**src/rtl/shiftreg_seq_pkg.sv**
```systemverilog
// shiftreg_seq_pkg
// Shared encodings for the shift-register command sequencer and the
// universal shift register it drives: MODO control codes, command opcodes
// and sequencer FSM states. The shift-register datapath uses the same
// MODO constants, so both sides always agree on the control encoding.
package shiftreg_seq_pkg;

  // MODO encodings seen by the shift register
  localparam logic [1:0] MODO_SHIFT = 2'b00;
  localparam logic [1:0] MODO_ROT   = 2'b01;
  localparam logic [1:0] MODO_LOAD  = 2'b10;
  localparam logic [1:0] MODO_HOLD  = 2'b11;

  // CMD_OP encodings
  typedef enum logic [1:0] {
    OP_TX   = 2'b00,
    OP_RX   = 2'b01,
    OP_ROT  = 2'b10,
    OP_LOAD = 2'b11
  } op_t;

  // Sequencer FSM states
  typedef enum logic [1:0] {
    ST_IDLE  = 2'b00,
    ST_LOAD  = 2'b01,
    ST_SHIFT = 2'b10,
    ST_DONE  = 2'b11
  } state_t;

endpackage

```
**src/rtl/shiftreg_seq.sv**
```systemverilog
// shiftreg_seq
// Command sequencer for a WIDTH-bit universal shift register. Accepts one
// command (TX, RX, ROT, LOAD) over a valid/ready handshake, steps the
// register's control inputs cycle by cycle, and returns the final register
// contents over a valid/ready response handshake.
//
// Ports:
//   clk, reset            clock (rising edge), synchronous active-high reset
//   CMD_VALID/CMD_READY   command handshake
//   CMD_OP/DATA/DIR/CNT   command opcode, TX/LOAD word, direction, rotate count
//   SER_IN                receive bit, sampled on each RX shift edge
//   SER_OUT, SER_STB      transmit bit and strobe for TX/RX shift cycles
//   RSP_VALID/RSP_READY   response handshake, RSP_DATA follows Q
//   ENB, DIR, S_IN, MODO, D   control/data to the shift register
//   Q                     shift register contents
//
// CNT_W must satisfy 2**CNT_W > WIDTH so the bit counter can hold WIDTH.
module shiftreg_seq
  import shiftreg_seq_pkg::*;
#(
  parameter int WIDTH = 4,
  parameter int CNT_W = 3
) (
  input  logic             clk,
  input  logic             reset,
  input  logic             CMD_VALID,
  output logic             CMD_READY,
  input  logic [1:0]       CMD_OP,
  input  logic [WIDTH-1:0] CMD_DATA,
  input  logic             CMD_DIR,
  input  logic [CNT_W-1:0] CMD_CNT,
  input  logic             SER_IN,
  output logic             SER_OUT,
  output logic             SER_STB,
  output logic             RSP_VALID,
  input  logic             RSP_READY,
  output logic [WIDTH-1:0] RSP_DATA,
  output logic             ENB,
  output logic             DIR,
  output logic             S_IN,
  output logic [1:0]       MODO,
  output logic [WIDTH-1:0] D,
  input  logic [WIDTH-1:0] Q
);

  localparam logic [CNT_W-1:0] CNT_FULL = CNT_W'(WIDTH);

  state_t           state, state_nxt;
  logic [CNT_W-1:0] cnt, cnt_nxt;
  logic             rdy;
  logic             accept;

  // Latched command; data-path registers, only written on accept
  op_t              op_q;
  logic [WIDTH-1:0] data_q;
  logic             dir_q;

  assign accept = rdy && CMD_VALID;

  // Control state: FSM, bit counter and ready flag.
  // rdy mirrors "next state is IDLE" so CMD_READY is a plain flop output;
  // it is forced low by reset and rises the cycle after reset is released.
  always_ff @(posedge clk) begin
    if (reset) begin
      state <= ST_IDLE;
      cnt   <= '0;
      rdy   <= 1'b0;
    end else begin
      state <= state_nxt;
      cnt   <= cnt_nxt;
      rdy   <= (state_nxt == ST_IDLE);
    end
  end

  always_ff @(posedge clk) begin
    if (accept) begin
      op_q   <= op_t'(CMD_OP);
      data_q <= CMD_DATA;
      dir_q  <= CMD_DIR;
    end
  end

  // Next-state and counter logic
  always_comb begin
    state_nxt = state;
    cnt_nxt   = cnt;
    case (state)
      ST_IDLE: begin
        if (accept) begin
          case (op_t'(CMD_OP))
            OP_TX, OP_LOAD: state_nxt = ST_LOAD;
            OP_RX: begin
              state_nxt = ST_SHIFT;
              cnt_nxt   = CNT_FULL;
            end
            default: begin
              // ROT: a zero count skips the shift phase entirely
              if (CMD_CNT == '0) begin
                state_nxt = ST_DONE;
              end else begin
                state_nxt = ST_SHIFT;
                cnt_nxt   = CMD_CNT;
              end
            end
          endcase
        end
      end
      ST_LOAD: begin
        if (op_q == OP_TX) begin
          state_nxt = ST_SHIFT;
          cnt_nxt   = CNT_FULL;
        end else begin
          state_nxt = ST_DONE;
        end
      end
      ST_SHIFT: begin
        cnt_nxt = cnt - 1'b1;
        // <= 1 also guards against a corrupted zero count looping forever
        if (cnt <= CNT_W'(1)) state_nxt = ST_DONE;
      end
      default: begin
        if (RSP_READY) state_nxt = ST_IDLE;
      end
    endcase
  end

  // Output decode from registered state and latched command
  always_comb begin
    CMD_READY = rdy;
    RSP_DATA  = Q;
    ENB       = 1'b0;
    MODO      = MODO_HOLD;
    DIR       = 1'b0;
    S_IN      = 1'b0;
    D         = '0;
    SER_OUT   = 1'b0;
    SER_STB   = 1'b0;
    RSP_VALID = 1'b0;
    case (state)
      ST_LOAD: begin
        ENB  = 1'b1;
        MODO = MODO_LOAD;
        D    = data_q;
      end
      ST_SHIFT: begin
        ENB = 1'b1;
        DIR = dir_q;
        if (op_q == OP_ROT) begin
          MODO = MODO_ROT;
        end else begin
          MODO    = MODO_SHIFT;
          SER_STB = 1'b1;
        end
        if (op_q == OP_RX) S_IN = SER_IN;
        // The bit about to leave the register on this shift edge
        if (op_q == OP_TX) SER_OUT = dir_q ? Q[0] : Q[WIDTH-1];
      end
      ST_DONE: begin
        RSP_VALID = 1'b1;
      end
      default: ;
    endcase
  end

endmodule

```
**config.mk**
```make
export PLATFORM = sky130hd
export DESIGN_NAME = shiftreg_seq
export DESIGN_NICKNAME = d
export VERILOG_FILES = /design/src/rtl/shiftreg_seq_pkg.sv /design/src/rtl/shiftreg_seq.sv
export SDC_FILE = /design/constraint.sdc
export NUM_CORES = 1
export LEC_CHECK = 0
export ABC_CLOCK_PERIOD_IN_PS = 3850
export CORE_MARGIN = 5
export CORE_UTILIZATION = 44
export CTS_CLUSTER_SIZE = 12
export DETAILED_ROUTE_END_ITERATION = 7
export PLACE_DENSITY = 0.92
export SLEW_MARGIN = 20
export SYNTH_ARGS = -nofsm -noshare
export SYNTH_HDL_FRONTEND = slang
export SYNTH_SLANG_ARGS = --single-unit
```
**constraint.sdc**
```tcl
create_clock -name clk -period 3.85 [get_ports clk]
set_input_delay 0.385 -clock clk [delete_from_list [all_inputs] [get_ports clk]]
set_output_delay 0.385 -clock clk [all_outputs]
set_load 0.1 [all_outputs]
```
==> results of run 1 <==
## power by group through the flow
stage | clock, mW | combinational [mW] | sequential [mW]
detailed placement | 0 | 0.609 | 0.215
global route | 0.0979 | 0.648 | 0.217
finish | 0.0870 | 0.609 | 0.212
CTS | 0.0892 | 0.611 | 0.212
global placement | 0 | 0.603 | 0.213
floorplan | 0 | 0.473 | 0.231
## worst reg2reg max path: stages, from the launching register on
cell and delay (ns):
dfxtp_1 0.42, inv_1 0.13, ha_1 0.43, inv_2 0.05, o22ai_1 0.41, o211ai_1 0.16, a32o_1 0.23
## per-layer routing
metal	global-route usage [%]	up-vias	wire length, um
met3	5.54	5	179
met4	7.66	0	41
met2	24.6	33	850
met1	16.7	347	842
met5	0	-	0
li1	-	374	-
## worst paths after layout
check | start | to | slack (ns) | depth (start not counted)
max | state[0] | MODO[0] | 0.91 | 6
min | cnt[1] | cnt[1] | 0.54 | 2
max reg2reg | state[0] | cnt[2] | 1.93 | 6
min reg2reg | cnt[1] | cnt[1] | 0.54 | 2
## flip-flops by register name, summed over array words and instances, names as in the netlist
signal	cells
CMD_READY	1
cnt	3
data_q	4
dir_q	1
op_q	2
state	2
## per-stage QoR
step	cell area, um^2	utilization [%]	hold WS (ns)	power (mW)	setup WS [ns]
floorplan	846	-	0.455	0.704	0.163
global route	1180	67.0	0.608	0.963	0.779
detailed placement	1150	65.5	0.531	0.825	1.23
global placement	1150	65.5	0.529	0.816	1.31
CTS	1180	67.0	0.542	0.912	0.913
finish	1180	67.0	0.540	0.908	0.915
## logic make-up (layout without fill, tap and decap cells)
logic type | count (synthesis) | in the layout | synth area share (%)
mux | 1 | 1 | 1.19
fa+ha+maj | 9 | 9 | 13.4
flops | 13 | 13 | 39.3
simple gates | 22 | 22 | 15.9
buf+inv | 19 | 50 | 10.3
compound gates | 23 | 23 | 19.8
## area by class of cell
class | count | area (um^2)
Multi-Input combinational cell | 55 | 429
Timing Repair Buffer | 31 | 308
Fill cell | 153 | 583
Inverter | 15 | 56.3
Tap cell | 25 | 31.3
Clock buffer | 4 | 26.3
Sequential cell | 13 | 330
## layout by cell type (no fill, tap or decap), types with 2 or more instances in the layout
master           count
o32a_1               2
clkbuf_4             3
inv_2                2
nand2_1              3
clkdlybuf4s50_1     30
a311oi_1             2
nor3_1               2
inv_1               13
a21oi_1              7
a32o_1               2
ha_1                 9
nor2_1               3
and2_1               6
dfxtp_1              6
edfxtp_1             7
==> flow_metrics.env, run 1 <==
export IMPL_pin_count=36
export IMPL_post_drt_wl_per_cell_um=13.4
export IMPL_p_comb_share_pct=67.0
export IMPL_grt_max_degree=10
export IMPL_intPower_uw=410
export IMPL_netSwitchingFraction_pct=54.9
export IMPL_cp_cell_sequence="inv_1, ha_1, inv_2, a21oi_1, a21oi_1, clkdlybuf4s50_1"
export IMPL_first_global_vias=689
export IMPL_drc=0
export IMPL_p_per_area_nw_per_um2=769
export IMPL_path_buf_inv=3
export IMPL_grtUsageTotal_pct=14.9
export IMPL_worst_path_largest_cell_delay_ns=1.15
export IMPL_antenna_found_initial=0
export IMPL_tns_ns=0
export IMPL_worstHoldPathType="reg -> reg"
export IMPL_core_area_um2=1760
export IMPL_detail_route_iter0_violations=6
export IMPL_clkSinkCount=13
export IMPL_setup_violations=0
export IMPL_die_h_um=53.7
export IMPL_vdd_drop_max_v=0.000498
export IMPL_synth_top_cells_by_count="inv_1 (13), ha_1 (9), a21oi_1 (7), edfxtp_1 (7)"
export IMPL_worstPathMaxFanout=6
export IMPL_placementRows=15
export IMPL_hold_violations=0
export IMPL_cts_buffer_depth=2
export IMPL_status="complete, no violations"
export IMPL_yosys_area_top_type="edfxtp_1"
export IMPL_worstSetupPathType="reg -> out"
export IMPL_die_x_um=53.7
export IMPL_nets=147
export IMPL_skew_ns=0.00524
export IMPL_dp_hpwl_um=1580
export IMPL_worst_pin_slew_ns=0.978
export IMPL_clock_latency_ns=0.29
export IMPL_gp_congestion=0.838
export IMPL_cellLeakagePower_nw=0.454
export IMPL_clkTransAtPathRegs_ns=0.07
export IMPL_vias_per_cell=5.31
export IMPL_drive_gt1_share_pct=6.78
export IMPL_worst_path_max_delay_cell="clkdlybuf4s50_1"
export IMPL_ys_warn_count=0
export IMPL_cts_root_buf="clkbuf_4"
export IMPL_ys_ff_latch=13
export IMPL_p_clk_share_pct=9.6
export IMPL_numPortBuffers=31
export IMPL_post_cts_buffers=0
export IMPL_netlist_area_leader_share_pct=25.0
export IMPL_drt_pass1_iterations=4
export IMPL_max_freq_ghz=0.341
export IMPL_final_antenna_net_count=0
export IMPL_routed_wl_um=1910
export IMPL_die_area_um2=2880
export IMPL_synthFlopType="edfxtp_1"
export IMPL_power_frac_seq_pct=23.4
export IMPL_synth_yosys_seq_area_share_pct=39.3
export IMPL_drv_cap=0
export IMPL_avgSynthCellArea_um2=9.65
export IMPL_final_cells=143
export IMPL_slew_violations=0
export IMPL_synth_nets=115
export IMPL_rsz0062_at_grt="false"
export IMPL_cp_top_family="buffers and inverters"
export IMPL_p_sw_uw=498
export IMPL_placed_cells=139
export IMPL_grt_pass1_wl_um=3030
export IMPL_tritoncts="yes"
export IMPL_cts_made_buffers=3
export IMPL_synthToLayoutAreaGrowth_pct=40.7
export IMPL_netlist_area_um2=840
export IMPL_end_kind="primary output"
export IMPL_post_cts_resized=0
export IMPL_start_util_pct=47.6
export IMPL_synthTopCellsByArea="edfxtp_1 (25%), dfxtp_1 (14%), ha_1 (13%), inv_1 (5.8%), and2_1 (4.5%)"
export IMPL_grt_overflow_total=0
export IMPL_num_vias=759
export IMPL_cts_hold_buf=0
export IMPL_cp_required_ns=3.46
export IMPL_max_slew_margin_pct=34.6
export IMPL_critPathLaunchType="flip-flop"
export IMPL_synth_cell_types=32
export IMPL_crit_arrival_ns=2.55
export IMPL_yosysMostFrequentCell="inv_1"
export IMPL_synth_async_reset_ratio_pct=0
export IMPL_synth_edf_count=7
export IMPL_antennaDiodeCount=0
export IMPL_synth_cells=87
export IMPL_min_period_ns=2.94
export IMPL_min_period_over_period_pct=76.2
export IMPL_htreeDepth=1
export IMPL_cp_common_cell="a21oi_1"
(Power assumes the default switching activity.)
==> run 2, diff against run 1 <==
--- a/config.mk
+++ b/config.mk
@@ -5,12 +5,12 @@
 export SDC_FILE = /design/constraint.sdc
 export NUM_CORES = 1
 export LEC_CHECK = 0
-export ABC_CLOCK_PERIOD_IN_PS = 3850
+export ABC_CLOCK_PERIOD_IN_PS = 2760
 export CORE_MARGIN = 5
-export CORE_UTILIZATION = 44
+export CORE_UTILIZATION = 41
 export CTS_CLUSTER_SIZE = 12
 export DETAILED_ROUTE_END_ITERATION = 7
-export PLACE_DENSITY = 0.92
+export PLACE_DENSITY = 0.87
 export SLEW_MARGIN = 20
 export SYNTH_ARGS = -nofsm -noshare
 export SYNTH_HDL_FRONTEND = slang
==> constraint.sdc (replaced) <==
create_clock -name clk -period 2.76 [get_ports clk]
set_input_delay 0.276 -clock clk [delete_from_list [all_inputs] [get_ports clk]]
set_output_delay 0.276 -clock clk [all_outputs]
set_load 0.1 [all_outputs]
==> run 2 against run 1 <==
  * Global-route usage is 0.83 points lower
  * Non-clock buffer count did not move
  * Core utilization decreased by 8.0 points
  * Register-to-register slack got worse by 1.2 ns
  * Power up 40%
  * Die area increased by 5.9%
  * Critical endpoint is now cnt[0]
  * Largest power group unchanged
  * Highest routed layer unchanged
==> flow_metrics.env, run 2 (synthesis gave the netlist of run 1 again) <==
export IMPL_top_regs="data_q x4, cnt x3"
export IMPL_core_area_um2=1960
export IMPL_cellLeakagePower_nw=0.475
export IMPL_num_vias=773
export IMPL_tritoncts="yes"
export IMPL_pin_count=36
export IMPL_min_period_over_period_pct=74.9
export IMPL_clkSinkCount=13
export IMPL_drv_cap=0
export IMPL_hold_violations=0
export IMPL_worst_path_largest_cell_delay_ns=0.47
export IMPL_design_area_um2=1160
export IMPL_die_h_um=55.3
export IMPL_placementRows=16
export IMPL_final_cell_mix="clkdlybuf4s50_1 (16), buf_4 (15), inv_1 (13)"
export IMPL_start_util_pct=42.8
export IMPL_cp_top_family="compound AO/OA/AOI/OAI gates"
export IMPL_path_buf_inv=2
export IMPL_detail_route_iter0_violations=20
export IMPL_rsz0062_at_grt="false"
export IMPL_netSwitchingFraction_pct=56.1
export IMPL_synthToLayoutAreaGrowth_pct=37.9
export IMPL_p_per_area_nw_per_um2=1090
export IMPL_status="complete, no violations"
export IMPL_routed_wl_um=2070
export IMPL_cts_made_buffers=3
export IMPL_die_area_um2=3050
export IMPL_setup_violations=0
export IMPL_drc=0
export IMPL_nets=147
export IMPL_post_cts_buffers=0
export IMPL_min_period_ns=2.07
export IMPL_grt_pass1_wl_um=3380
export IMPL_top_register="data_q"
export IMPL_p_sw_uw=711
export IMPL_htreeDepth=1
export IMPL_die_x_um=55.3
export IMPL_vdd_drop_max_v=0.000524
export IMPL_antennaDiodeCount=0
export IMPL_cp_required_ns=2.95
export IMPL_first_global_vias=745
export IMPL_slew_violations=0
export IMPL_grt_max_degree=10
export IMPL_numPortBuffers=31
export IMPL_drt_pass1_iterations=4
export IMPL_p_clk_share_pct=9.6
export IMPL_dp_hpwl_um=1660
export IMPL_crit_arrival_ns=2.26
export IMPL_final_antenna_net_count=0
export IMPL_intPower_uw=557
export IMPL_vias_per_cell=5.33
export IMPL_gp_congestion=0.771
export IMPL_cts_buffer_depth=2
export IMPL_drive_gt1_share_pct=20.3
export IMPL_place_area_um2=1130
export IMPL_post_drt_wl_per_cell_um=14.3
export IMPL_grt_overflow_total=0
export IMPL_post_cts_resized=0
export IMPL_p_comb_share_pct=67.0
export IMPL_power_frac_seq_pct=23.5
export IMPL_worst_pin_slew_ns=0.543
export IMPL_tns_ns=0
export IMPL_largest_register_ffs=4
export IMPL_end_kind="flip-flop"
export IMPL_skew_ns=0.00222
export IMPL_critPathLaunchType="flip-flop"
export IMPL_max_slew_margin_pct=63.5
export IMPL_worstSetupPathType="reg -> reg"
export IMPL_clock_latency_ns=0.28
export IMPL_antenna_found_initial=0
export IMPL_worst_path_max_delay_cell="ha_1"
export IMPL_grtUsageTotal_pct=14.1
export IMPL_cts_hold_buf=0
export IMPL_cp_cell_sequence="inv_1, ha_1, inv_2, o22ai_1, a21oi_1, a311oi_1"
export IMPL_worstPathMaxFanout=7
export IMPL_final_common_cell="clkdlybuf4s50_1"
export IMPL_max_freq_ghz=0.484
export IMPL_cts_root_buf="clkbuf_4"
export IMPL_clkTransAtPathRegs_ns=0.08
export IMPL_worstHoldPathType="in -> reg"
## run 2: layout make-up
class	instances	area, um^2
inverters	15	56.3
flip-flops and latches	13	330
fillers	175	805
well taps	27	33.8
multi-input cells	55	438
repair buffers	31	273
clock buffers	4	26.3
## run 2: final timing paths
kind / start / slack [ns] / endpoint / cells after the start
max reg2reg: state[0] / 0.69 / cnt[0] / 6
min reg2reg: cnt[1] / 0.54 / cnt[1] / 2
max: state[0] / 0.69 / cnt[0] / 6
min: CMD_DIR / 0.54 / dir_q / 1
## run 2: through the flow
| step | utilization, % | hold slack (ns) | instances | power, mW | setup slack [ns] |
|---|---|---|---|---|---|
| 6_report | 59.0 | 0.542 | 145 | 1.27 | 0.694 |
| 5_1_grt | 59.0 | 0.533 | 145 | 1.34 | 0.506 |
| 4_1_cts | 59.0 | 0.543 | 145 | 1.27 | 0.708 |
| 3_5_place_dp | 57.7 | 0.538 | 141 | 1.15 | 0.470 |
| 3_3_place_gp | 57.7 | 0.521 | 141 | 1.13 | 0.532 |
| 2_1_floorplan | - | 0.346 | 87 | 0.986 | -0.129 |
## run 2: power by group through the flow
stage          combinational (mW)  clock, mW  sequential (mW)
2_1_floorplan               0.663          0            0.322
3_3_place_gp                0.831          0            0.298
3_5_place_dp                0.846          0            0.302
4_1_cts                     0.848      0.123            0.297
5_1_grt                     0.903      0.135            0.306
6_report                    0.849      0.121            0.297
## run 2: per-layer routing
layer  up-vias  share of wire [%]  routed length, um  GRT usage [%]
li1        375                  -                  -              -
met5         -                  0                  0              0
met2        31                 50               1040           25.2
met1       360                 41                842           14.9
met4         0                3.3                 68           9.38
met3         7                5.8                119           2.56
==> patch (settings of run 1) <==
The parameter `WIDTH` goes from 4 to 6.
--- a/src/rtl/shiftreg_seq.sv
+++ b/src/rtl/shiftreg_seq.sv
@@ -20,3 +20,3 @@
 #(
-  parameter int WIDTH = 4,
+  parameter int WIDTH = 6,
   parameter int CNT_W = 3
Interface: changed (resized CMD_DATA, D, Q and RSP_DATA); port bits go from 36 to 44. No check against the original RTL was run, so the function may have changed too.
==> patch against run 1 <==
  * Critical endpoint unchanged
  * Total power up 5.5%
  * Sequential cell count up 2
  * Utilization shrank 1.5 points
  * Largest cell class unchanged
  * Routed wire length increased by 20%
  * Area after synthesis grew 8.9%
  * Design area grew 8.7%
  * Worst setup slack lost 0.094 ns
  * First-iteration DRC count rose to 4.0 times the old value
  * Count of clock-buffer cells in the layout did not move
  * Cell count is 7.0% higher
==> patch: results <==
status:
  run_status: "complete, no violations"
yosys:
  synth.yosys.seq_area_share: 0.427
  synth-edff-count: 9
  synth_top_family_by_area: "simple AND/OR/NAND/NOR gates"
  yosys-mux-area-fraction: 0.0109
  synth-compound-area-share: 0.175
placement:
  placed_area_um2: 1260
  rd_place_congestion: 0.753
  dpl.hpwl_um: 1880
  port-buffer-count: 35
  post_place_worst_slack_ns: 1.16
  placedCellCount: 149
power:
  worst_ir_drop_vdd_mv: 0.400
  reg_power_frac: 0.241
  power_leakage_nw: 0.493
  power.sequential.total_mw: 0.231
  comb-power_mw: 0.636
  power_switching_mw: 0.530
timing:
  fmax_ghz: 0.330
  worst_slew_margin_rel: 0.341
  worst_clock_skew_ns: 0.0110
worst_setup_path:
  worstPathArrival_ns: 2.64
  crit_fanout: 5
  timing.critical_path.slowest_cell_delay_ns: 1.15
  reg2reg_slack_ns: 1.79
routing:
  met2_length_um: 1060
  route.layer.met1.wl_um: 971
  dr.first_iter.drc_count: 24
  met3RoutedLength_um: 215
  finalWirelength_um: 2300
  routed_wl_per_cell_um: 15.1
finish:
  drive_gt1_frac: 0.0714
  layout.filler_cells: 154
  top_regs: "data_q: 6 flops, cnt: 3 flops"
  layout.nets: 158
global_route:
  first_pass_grt_wire_length_um: 3580
  grt_pass1_vias: 779
  globalRouteMet1Util: 0.170
  grtUsageMet2: 0.240
  track_usage: 0.147
clock_tree:
  clk_pin_slew_ns: 0.09
-- patch: cell type report --
class	count	area, um2	area share
multi-input combinational	60	440	0.343
timing repair buffer	35	348	0.271
inverter	12	45.0	0.0351
tap	27	33.8	0.0263
clock buffer	4	26.3	0.0205
sequential	15	390	0.304
-- patch: how the worst min path moves through the flow --
stage	start	endpoint	slack [ns]	cells past startpoint
2_1_floorplan	cnt[0]$_SDFFE_PP0P_	cnt[0]$_SDFFE_PP0P_	0.45	2
3_3_place_gp	cnt[0]$_SDFFE_PP0P_	cnt[0]$_SDFFE_PP0P_	0.47	2
3_5_place_dp	cnt[0]$_SDFFE_PP0P_	cnt[0]$_SDFFE_PP0P_	0.47	2
4_1_cts	cnt[0]$_SDFFE_PP0P_	cnt[0]$_SDFFE_PP0P_	0.49	2
5_1_grt	cnt[0]$_SDFFE_PP0P_	cnt[0]$_SDFFE_PP0P_	0.51	2
6_report	cnt[0]$_SDFFE_PP0P_	cnt[0]$_SDFFE_PP0P_	0.49	2
